==> config.mk <==
export PLATFORM = sky130hd
export DESIGN_NAME = fetch_dec_queue_flat
export DESIGN_NICKNAME = d
export VERILOG_FILES = /design/src/rtl/fetch_dec_queue_if.sv /design/src/rtl/fetch_dec_queue.sv /design/src/flat_wrapper.sv
export SDC_FILE = /design/constraint.sdc
export NUM_CORES = 1
export LEC_CHECK = 0
export ABC_AREA = 1
export BUFFER_PORTS_ARGS = -buffer_cell sky130_fd_sc_hd__buf_2
export CAP_MARGIN = 30
export CORE_UTILIZATION = 30
export CTS_BUF_LIST = sky130_fd_sc_hd__clkbuf_4 sky130_fd_sc_hd__clkbuf_8
export CTS_CLUSTER_SIZE = 8
export DETAILED_ROUTE_END_ITERATION = 12
export PLACE_DENSITY = 0.54
export SETUP_SLACK_MARGIN = 0.05
export SYNTH_ARGS = -nofsm -noshare
export SYNTH_HDL_FRONTEND = slang
export SYNTH_SLANG_ARGS = --single-unit
==> constraint.sdc <==
create_clock -name clk -period 13.1 [get_ports clk]
set_input_delay 0.655 -clock clk [delete_from_list [all_inputs] [get_ports clk]]
set_output_delay 0.655 -clock clk [all_outputs]
set_load 0.01 [all_outputs]
==> src/rtl/fetch_dec_queue_if.sv <==
// Fetch-to-decode bundle bus: four 16-bit slots per bundle plus flush, stall and error status.
// master = fetch/decode/ROB side, slave = the queue.
interface fetch_dec_queue_if;
    logic        has_mispredict;
    logic [3:0]  valid_from_fetch;
    logic [63:0] pc_from_fetch;
    logic [63:0] inst_from_fetch;
    logic [63:0] recv_pc_from_fetch;
    logic [3:0]  pred_from_fetch;
    logic        dec_rdy;
    logic [3:0]  valid_to_dec;
    logic [63:0] pc_to_dec;
    logic [63:0] inst_to_dec;
    logic [63:0] recv_pc_to_dec;
    logic [3:0]  pred_result_to_dec;
    logic        stall_fetch;
    logic        overflow_err;

    modport master (
        output has_mispredict, valid_from_fetch, pc_from_fetch, inst_from_fetch,
               recv_pc_from_fetch, pred_from_fetch, dec_rdy,
        input  valid_to_dec, pc_to_dec, inst_to_dec, recv_pc_to_dec,
               pred_result_to_dec, stall_fetch, overflow_err
    );

    modport slave (
        input  has_mispredict, valid_from_fetch, pc_from_fetch, inst_from_fetch,
               recv_pc_from_fetch, pred_from_fetch, dec_rdy,
        output valid_to_dec, pc_to_dec, inst_to_dec, recv_pc_to_dec,
               pred_result_to_dec, stall_fetch, overflow_err
    );
endinterface

==> src/rtl/fetch_dec_queue.sv <==
// Bundle-granular fetch->decode queue with mispredict flush; optional FDQ_BYPASS_EN empty-queue bypass.
// Latency: head is fall-through, 1 cycle push-to-visible (0 cycles with FDQ_BYPASS_EN when empty).
// Backpressure: stall_fetch from registered count at DEPTH-AFULL_MARGIN; pushes while full are dropped and flagged.
module fetch_dec_queue #(
    parameter int DEPTH        = 8,
    parameter int AFULL_MARGIN = 2
) (
    input  logic               clk,
    input  logic               rst_n,
    fetch_dec_queue_if.slave   q_if
);
    localparam int AW = $clog2(DEPTH);
    localparam logic [AW:0] FULL_LVL  = (AW+1)'(DEPTH);
    localparam logic [AW:0] AFULL_LVL = (AW+1)'(DEPTH - AFULL_MARGIN);

    typedef struct packed {
        logic [3:0]  vld;
        logic [63:0] pc;
        logic [63:0] inst;
        logic [63:0] recv_pc;
        logic [3:0]  pred;
    } bundle_t;

    bundle_t        mem [DEPTH];
    logic [AW-1:0]  head;
    logic [AW-1:0]  tail;
    logic [AW:0]    count;
    logic           overflow_q;

    bundle_t        in_b;
    bundle_t        out_b;
    logic           flush;
    logic           push_req;
    logic           pop;
    logic           byp_take;
    logic           push_ok;
    logic           push_drop;

    assign in_b = '{vld: q_if.valid_from_fetch, pc: q_if.pc_from_fetch,
                    inst: q_if.inst_from_fetch, recv_pc: q_if.recv_pc_from_fetch,
                    pred: q_if.pred_from_fetch};

    assign flush    = q_if.has_mispredict;
    assign push_req = |q_if.valid_from_fetch;
    assign pop      = q_if.dec_rdy && (count != '0) && !flush;

`ifdef FDQ_BYPASS_EN
    // Empty queue: decode takes the incoming bundle directly, nothing is written.
    assign byp_take = (count == '0) && !flush && push_req && q_if.dec_rdy;
`else
    assign byp_take = 1'b0;
`endif

    assign push_ok   = push_req && !flush && !byp_take && ((count < FULL_LVL) || pop);
    assign push_drop = push_req && !flush && (count == FULL_LVL) && !pop;

    always_ff @(posedge clk or negedge rst_n) begin
        if (!rst_n) begin
            head       <= '0;
            tail       <= '0;
            count      <= '0;
            overflow_q <= 1'b0;
        end else begin
            if (push_drop)
                overflow_q <= 1'b1;
            if (flush) begin
                head  <= '0;
                tail  <= '0;
                count <= '0;
            end else begin
                if (pop)
                    head <= head + AW'(1);
                if (push_ok)
                    tail <= tail + AW'(1);
                if (push_ok && !pop)
                    count <= count + (AW+1)'(1);
                else if (pop && !push_ok)
                    count <= count - (AW+1)'(1);
            end
        end
    end

    // Payload storage carries no reset; outputs are masked while empty.
    always_ff @(posedge clk) begin
        if (push_ok)
            mem[tail] <= in_b;
    end

    always_comb begin
        out_b = '0;
        if (!flush) begin
            if (count != '0)
                out_b = mem[head];
`ifdef FDQ_BYPASS_EN
            else if (push_req)
                out_b = in_b;
`endif
        end
    end

    assign q_if.valid_to_dec       = out_b.vld;
    assign q_if.pc_to_dec          = out_b.pc;
    assign q_if.inst_to_dec        = out_b.inst;
    assign q_if.recv_pc_to_dec     = out_b.recv_pc;
    assign q_if.pred_result_to_dec = out_b.pred;
    assign q_if.stall_fetch        = (count >= AFULL_LVL);
    assign q_if.overflow_err       = overflow_q;
endmodule
==> src/flat_wrapper.sv <==
// flat-port wrapper written by rule: the top's interface ports become plain ports
module fetch_dec_queue_flat 
#(
    parameter int DEPTH        = 8,
    parameter int AFULL_MARGIN = 2
)
  (clk, rst_n, q_if_has_mispredict, q_if_valid_from_fetch, q_if_pc_from_fetch, q_if_inst_from_fetch, q_if_recv_pc_from_fetch, q_if_pred_from_fetch, q_if_dec_rdy, q_if_valid_to_dec, q_if_pc_to_dec, q_if_inst_to_dec, q_if_recv_pc_to_dec, q_if_pred_result_to_dec, q_if_stall_fetch, q_if_overflow_err);
  fetch_dec_queue_if q_if_i ();
  input  logic clk;
  input  logic rst_n;
  input wire logic [$bits(q_if_i.has_mispredict)-1:0] q_if_has_mispredict;
  input wire logic [$bits(q_if_i.valid_from_fetch)-1:0] q_if_valid_from_fetch;
  input wire logic [$bits(q_if_i.pc_from_fetch)-1:0] q_if_pc_from_fetch;
  input wire logic [$bits(q_if_i.inst_from_fetch)-1:0] q_if_inst_from_fetch;
  input wire logic [$bits(q_if_i.recv_pc_from_fetch)-1:0] q_if_recv_pc_from_fetch;
  input wire logic [$bits(q_if_i.pred_from_fetch)-1:0] q_if_pred_from_fetch;
  input wire logic [$bits(q_if_i.dec_rdy)-1:0] q_if_dec_rdy;
  output wire logic [$bits(q_if_i.valid_to_dec)-1:0] q_if_valid_to_dec;
  output wire logic [$bits(q_if_i.pc_to_dec)-1:0] q_if_pc_to_dec;
  output wire logic [$bits(q_if_i.inst_to_dec)-1:0] q_if_inst_to_dec;
  output wire logic [$bits(q_if_i.recv_pc_to_dec)-1:0] q_if_recv_pc_to_dec;
  output wire logic [$bits(q_if_i.pred_result_to_dec)-1:0] q_if_pred_result_to_dec;
  output wire logic [$bits(q_if_i.stall_fetch)-1:0] q_if_stall_fetch;
  output wire logic [$bits(q_if_i.overflow_err)-1:0] q_if_overflow_err;
  assign q_if_i.has_mispredict = q_if_has_mispredict;
  assign q_if_i.valid_from_fetch = q_if_valid_from_fetch;
  assign q_if_i.pc_from_fetch = q_if_pc_from_fetch;
  assign q_if_i.inst_from_fetch = q_if_inst_from_fetch;
  assign q_if_i.recv_pc_from_fetch = q_if_recv_pc_from_fetch;
  assign q_if_i.pred_from_fetch = q_if_pred_from_fetch;
  assign q_if_i.dec_rdy = q_if_dec_rdy;
  assign q_if_valid_to_dec = q_if_i.valid_to_dec;
  assign q_if_pc_to_dec = q_if_i.pc_to_dec;
  assign q_if_inst_to_dec = q_if_i.inst_to_dec;
  assign q_if_recv_pc_to_dec = q_if_i.recv_pc_to_dec;
  assign q_if_pred_result_to_dec = q_if_i.pred_result_to_dec;
  assign q_if_stall_fetch = q_if_i.stall_fetch;
  assign q_if_overflow_err = q_if_i.overflow_err;
  fetch_dec_queue #(.DEPTH(DEPTH), .AFULL_MARGIN(AFULL_MARGIN)) u_core (.clk(clk), .rst_n(rst_n), .q_if(q_if_i));
endmodule
==> results of run 1 <==
metrics by stage:
step           util (%)  cell area, um2  setup WS, ns  instances
2_1_floorplan         -           62900          2.61       4840
3_3_place_gp       32.5           67500          7.05       7755
3_5_place_dp       32.5           67500          7.01       7758
4_1_cts            36.0           74900          5.85       8446
5_1_grt            36.1           75000          6.32       8463
6_report           36.1           75000          6.67       8465
sequential cells by signal, indices dropped and copies added, names as in the netlist:
| name | flops |
|---|---|
| u_core.mem | 1600 |
| u_core.count | 4 |
| u_core.head | 3 |
| u_core.tail | 3 |
| u_core.q_if.overflow_err | 1 |
power by group through the flow:
| stage | Combinational [W] | Clock (W) | Sequential [W] |
|---|---|---|---|
| after floorplan | 0.00193 | 0 | 0.00640 |
| after global placement | 0.00296 | 0 | 0.00631 |
| after detailed placement | 0.00300 | 0 | 0.00631 |
| after CTS | 0.00306 | 0.00454 | 0.00621 |
| after global routing | 0.00338 | 0.00474 | 0.00624 |
| final | 0.00304 | 0.00440 | 0.00621 |
area by class of cell:
type                            instances  area share, %
Tap cell                             2788           4.65
Clock inverter                         98          0.662
Inverter                               21          0.153
Antenna cell                           14         0.0467
Sequential cell                      1611           64.4
Timing Repair Buffer                  673           6.46
Clock buffer                          385           6.35
Multi-Input combinational cell       2875           17.3
logic make-up (layout without fill, tap and decap cells):
logic type | count (synthesis) | after routing | share of synthesized area [%]
xor+xnor | 1 | 1 | 0.0139
compound gates | 1415 | 1415 | 11.7
simple gates | 1454 | 1454 | 8.70
buf+inv | 354 | 1177 | 2.62
other cells | 0 | 14 | 0
flops | 1611 | 1611 | 76.9
fa+ha+maj | 5 | 5 | 0.111
path summary, 6_finish.rpt:
| check | slack (ns) | cells past startpoint | end |
|---|---|---|---|
| worst max-delay path | 6.67 | 13 | q_if_pc_to_dec[8] |
| worst min-delay path | 0.44 | 2 | u_core.mem[2][83] |
| worst max register to register | 8.71 | 11 | u_core.mem[0][139] |
| max in group asynchronous | 11.96 | 3 | u_core.head[0] |
| worst min register to register | 0.48 | 1 | u_core.q_if.overflow_err |
| min in group asynchronous | 0.70 | 3 | u_core.head[1] |
routing by layer:
metal | share of wire, % | vias to the layer above | GRT usage, %
met5 | 0.027 | - | 0
met4 | 2.8 | 8 | 5.74
met3 | 5.0 | 306 | 3.11
met2 | 47 | 1024 | 23.8
met1 | 46 | 20230 | 20.8
li1 | - | 18931 | -
cells in the mapped netlist, types with 2 or more instances:
master	instances	share of area, %
a31oi_1	201	2.0
buf_1	24	0.14
buf_2	119	0.95
buf_4	12	0.14
buf_6	13	0.23
buf_8	2	0.048
clkbuf_1	163	0.97
dfrtp_1	11	0.44
edfxtp_1	1600	76
ha_1	4	0.080
inv_1	16	0.096
inv_2	4	0.024
nand2_1	32	0.19
nand3_1	4	0.032
nand4_1	2	0.020
nor2_1	1416	8.5
o21ai_0	606	4.8
o21ai_1	605	4.8
==> summary.md, run 1 <==
| Metric | Value |
|---|---|
| Run status | completed |
| Switching Fraction | 31.2% |
| FILL cells | 20.3k |
| Routed Wire Length | 166000 um |
| Core area | 208000 um2 |
| Fin crit period | 6.43 ns |
| Crit. End Element | output pin |
| Die area | 211000 um2 |
| Die Width | 460 um |
| Post-synth top flop | edfxtp_1 |
| Crit-path leading delay family | buffers and inverters |
| Setup crit start | u_core.head[0] |
| DRT iter0 DRCs | 3172 |
| Most common library cell in the layout ignoring fill and taps | edfxtp_1 |
| Area Growth Syn to Fin | 19.4% |
| Height of the chip | 460 um |
| Async set-reset flop share out of synthesis | 0.683% |
| Drt pass-1 iters | 7 |
| Worst-path clk slew | 0.06 ns |
| # IOs | 406 |
| RSZ-0062 raised after global routing | no |
| Most frequent cells in the layout | edfxtp_1, nor2_1, o21ai_0 |
| Antenna violations before repair | 15 |
| Post-CTS setup buffer count | 0 |
| Clk sinks | 1611 |
| Max-Cap Viols | 0 |
| Fin nets | 5689 |
| Gp weighted congestion | 0.729 |
| Netlist cell types | 24 |
| Number of gates resized after CTS | 0 |
| CTS Root Cell | clkbuf_8 |
| Synth Net Count | 5049 |
| Clock latency on the worst-skew pair | 1.01 ns |
| Initial core utilization | 30.3% |
| Area of the multi-input gates | 12900 um2 |
| Critical path class | register to output pin |
| CTS tree | built |
| Worst path most repeated cell | buf_4 |
| Final Power | 0.0136 W |
| Reg power frac | 45.5% |
| DP HPWL | 82700 um |
| Hold path startpoint | q_if_inst_from_fetch[15] |
| Clock Skew | 0.0740 ns |
| Req. time, crit path | 12.44 ns |
| Setup TNS | 0 ns |
| CP Max Fanout | 89 |
| DRT antenna net count | 0 |
| Startpoint types | register |
| Synthesis-stage register bit count | 1611 |
| Vias | 40.5k |
| Largest net degree at the start of global routing | 242 |
| Slowest-stage cell, CP | dfrtp_4 |
| DR WL/cell | 19.6 um |
| Hold Path Class | primary input to register |
| Net switching power | 0.00426 W |
| Share of cells above drive strength 1 | 15.9% |
| Synth Instances | 4840 |
| Final setup fails | 0 |
| DRC | 0 |
| Max IR drop VDD | 119 uV |
| CTS buffer count | 298 |
| Arrival time of the worst setup path | 5.77 ns |
| First-pass GRT wire length | 247000 um |
| Post-synth EDFFs | 1600 |
| Cts hold-fix bufs | 205 |
| Crit-path cells | buf_4 > buf_4 > buf_16 > buf_4 > buf_4 > buf_16 > nor2_1 > nor2_1 > o21ai_1 > o21ai_1 > o21ai_1 > a31oi_1 > buf_2 |
| Register area | 48300 um2 |
| Worst stage delay on the critical path | 1.01 ns |
| Grt ovf | 0 |
| H-tree levels | 5 |
| Row count | 167 |
| Seq/Total Area, Yosys | 76.9% |
| DR vias/cell | 4.78 |
| Total Routing Usage GR | 15.2% |
| Post-synthesis area per instance | 13.0 um2 |
| Worst reg2reg path startpoint | u_core.count[3] |
| Rel. slew slack | 24.9% |
| Fin. max-slew vios | 0 |
| Hold slack | 0.436 ns |
| Max Freq | 156 MHz |
| Endpoints failing hold | 0 |
| PwrDens | 182 nW/um2 |
| Final worst path period share | 49.1% |
| Post-Syn Area | 62900 um2 |
| Clock network power share | 32.2% |
| Combinational power share | 22.3% |
| Vias in the first global route | 39.4k |
| PortBufs | 405 |
| Ys Warns | 0 |
| Leak Pwr | 25.1 nW |
| Worst-Margin Slew | 1.13 ns |
| Clock buffer depth | 4 |
| WP buf/inv | 7 |
| Internal power | 0.00939 W |
(Power assumes the default switching activity.)
==> run 2: changes to the inputs <==
--- a/config.mk
+++ b/config.mk
@@ -12,7 +12,7 @@
 export CTS_BUF_LIST = sky130_fd_sc_hd__clkbuf_4 sky130_fd_sc_hd__clkbuf_8
 export CTS_CLUSTER_SIZE = 8
 export DETAILED_ROUTE_END_ITERATION = 12
-export PLACE_DENSITY = 0.54
+export PLACE_DENSITY = 0.56
 export SETUP_SLACK_MARGIN = 0.05
 export SYNTH_ARGS = -nofsm -noshare
 export SYNTH_HDL_FRONTEND = slang
==> constraint.sdc (replaced) <==
create_clock -name clk -period 5.4 [get_ports clk]
set_input_delay 0.27 -clock clk [delete_from_list [all_inputs] [get_ports clk]]
set_output_delay 0.27 -clock clk [all_outputs]
set_load 0.01 [all_outputs]
==> run 2 against run 1 <==
Net effect:
- design area increased by 2.8%
- worst setup slack got worse by 5.5 ns
- global-route usage is 0.50 points higher
- die area unchanged
- final cell count grew 2.2%
- critical path depth is 6 lower
- clock power increased by 150%
- core utilization up 1.0 points
- clock-buffer cell count grew 12
- power is 150% higher
- sequential share of layout area fell by 1.7 points
- non-clock buffer count grew 190
==> summary.md, run 2 (synthesis gave the netlist of run 1 again) <==
| Metric | Value |
|---|---|
| CP Max Fanout | 180 (was 89) |
| Vias | 41.1k (was 40.5k) |
| Req. time, crit path | 5.13 ns (was 12.44 ns) |
| DRT iter0 DRCs | 3382 (was 3172) |
| Worst R2R End | u_core.mem[2][146] (was u_core.mem[0][139]) |
| Grt ovf | 0 (unchanged) |
| Cells after DPL | 7792 (was 7758) |
| Startpoint types | register (unchanged) |
| Run status | completed (unchanged) |
| Cts hold-fix bufs | 365 (was 205) |
| R2R setup slack | 2.13 ns (was 8.71 ns) |
| PortBufs | 405 (unchanged) |
| Top reg by flops | u_core.mem (unchanged) |
| Initial core utilization | 30.3% (unchanged) |
| CTS tree | built (unchanged) |
| Endpoints failing hold | 0 (unchanged) |
| Die Width | 460 um (unchanged) |
| Most frequent cells in the layout | edfxtp_1, nor2_1, o21ai_0 (unchanged) |
| Vias in the first global route | 40.7k (was 39.4k) |
| DR vias/cell | 4.75 (was 4.78) |
| Max Freq | 234 MHz |
| Max IR drop VDD | 259 uV (was 119 uV) |
| Total Routing Usage GR | 15.7% (was 15.2%) |
| DRT antenna net count | 0 (unchanged) |
| Final worst path period share | 79.2% |
| Post-CTS setup buffer count | 0 (unchanged) |
| Hold Path Class | primary input to register (unchanged) |
| Rel. slew slack | 29.3% (was 24.9%) |
| Critical path class | register to output pin (unchanged) |
| Share of cells above drive strength 1 | 16.0% (was 15.9%) |
| Fin nets | 5874 (was 5689) |
| Max-Cap Viols | 0 (unchanged) |
| # IOs | 406 (unchanged) |
| FILL cells | 20.1k (was 20.3k) |
| Routed Wire Length | 171000 um (was 166000 um) |
| Antenna violations before repair | 13 (was 15) |
| Clk sinks | 1611 (unchanged) |
| Most common library cell in the layout ignoring fill and taps | edfxtp_1 (unchanged) |
| Hold path startpoint | q_if_pc_from_fetch[40] (was q_if_inst_from_fetch[15]) |
| Final cell count without fillers | 8647 (was 8465) |
| Area Growth Syn to Fin | 22.7% (was 19.4%) |
| Height of the chip | 460 um (unchanged) |
| Hold Path End | u_core.mem[7][172] (was u_core.mem[2][83]) |
| H-tree levels | 5 (unchanged) |
| Drt pass-1 iters | 5 (was 7) |
| DR WL/cell | 19.7 um (was 19.6 um) |
| Biggest regs | u_core.mem x1600, u_core.count x4 (unchanged) |
| Reg2reg path depth | 9 (was 11) |
| Row count | 167 (unchanged) |
| Leak Pwr | 26.0 nW (was 25.1 nW) |
| Gp weighted congestion | 0.780 (was 0.729) |
| Fin. max-slew vios | 0 (unchanged) |
| Clock latency on the worst-skew pair | 0.99 ns (was 1.01 ns) |
| Final Power | 0.0335 W (was 0.0136 W) |
| Clock Skew | 0.0675 ns (was 0.0740 ns) |
| DP HPWL | 87900 um (was 82700 um) |
| Largest register FFs | 1600 (unchanged) |
| First-pass GRT wire length | 253000 um (was 247000 um) |
| Core area | 208000 um2 (unchanged) |
| Number of gates resized after CTS | 0 (unchanged) |
| Final Core Density | 37.1% (was 36.1%) |
| Largest net degree at the start of global routing | 181 (was 242) |
| Worst reg2reg path startpoint | u_core.count[0] (was u_core.count[3]) |
| RSZ-0062 raised after global routing | no (unchanged) |
| Worst-path clk slew | 0.06 ns (about the same) |
| Fin crit period | 4.28 ns |
| Setup crit start | u_core.head[0] (unchanged) |
| CTS Root Cell | clkbuf_8 (unchanged) |
| Arrival time of the worst setup path | 4.01 ns (was 5.77 ns) |
| DRC | 0 (unchanged) |
| Crit. End Element | output pin (unchanged) |
| Final setup fails | 0 (unchanged) |
| Clock buffer depth | 4 (unchanged) |
| Die area | 211000 um2 (unchanged) |
| Worst-Margin Slew | 1.06 ns (was 1.13 ns) |
| Hold depth | 2 (unchanged) |
| CTS buffer count | 293 (was 298) |
| PwrDens | 434 nW/um2 (was 182 nW/um2) |
==> run 2: power by group <==
group / switching [W] / leakage (nW) / internal (W)
Combinational: 0.00528 / 8.57 / 0.00230
Clock: 0.00481 / 2.80 / 0.00600
Sequential: 0.000268 / 14.6 / 0.0148
==> run 2: area by class of cell <==
cell class / instances / area (um2) / area share (%)
well taps: 2788 / 3490 / 4.52
repair buffers: 863 / 6860 / 8.90
multi-input cells: 2875 / 12900 / 16.8
clock buffers: 397 / 4860 / 6.30
diodes: 14 / 35.0 / 0.0454
inverters: 21 / 118 / 0.153
flip-flops and latches: 1611 / 48300 / 62.7
clock inverters: 78 / 479 / 0.621
==> run 2: critical path, stage by stage (launching register included) <==
cell and delay (ns):
dfrtp_4 0.76, inv_16 0.58, buf_12 0.47, o21ai_1 0.16
o21ai_1 0.10, o21ai_1 0.07, a31oi_1 0.35, buf_2 0.21
==> run 2: stage by stage <==
| stage | setup slack [ns] | setup TNS [ns] | hold slack, ns | area [um2] |
|---|---|---|---|---|
| after floorplan | -1.41 | -2239.27 | -0.0256 | 62900 |
| after global placement | 2.13 | 0 | 0.163 | 68100 |
| after detailed placement | 2.11 | 0 | 0.162 | 68100 |
| after CTS | 0.916 | 0 | 0.00131 | 77100 |
| after global routing | 0.820 | 0 | 0.0468 | 77100 |
| final | 1.12 | 0 | 0.150 | 77100 |
==> run 2: worst max path at each step <==
| stage | end | cells after the start |
|---|---|---|
| after floorplan | u_core.mem[4][0] | 8 |
| after global placement | q_if_recv_pc_to_dec[16] | 7 |
| after detailed placement | q_if_recv_pc_to_dec[16] | 7 |
| after CTS | q_if_recv_pc_to_dec[16] | 7 |
| after global routing | q_if_pc_to_dec[9] | 7 |
| final | q_if_pc_to_dec[38] | 7 |
==> run 2: per-layer routing <==
layer	vias to the layer above	wire (um)	track usage, %
met5	-	10	0
met4	2	5700	6.26
met3	313	8370	2.99
met2	1166	81400	25.6
met1	20318	75000	20.6
li1	19301	-	-
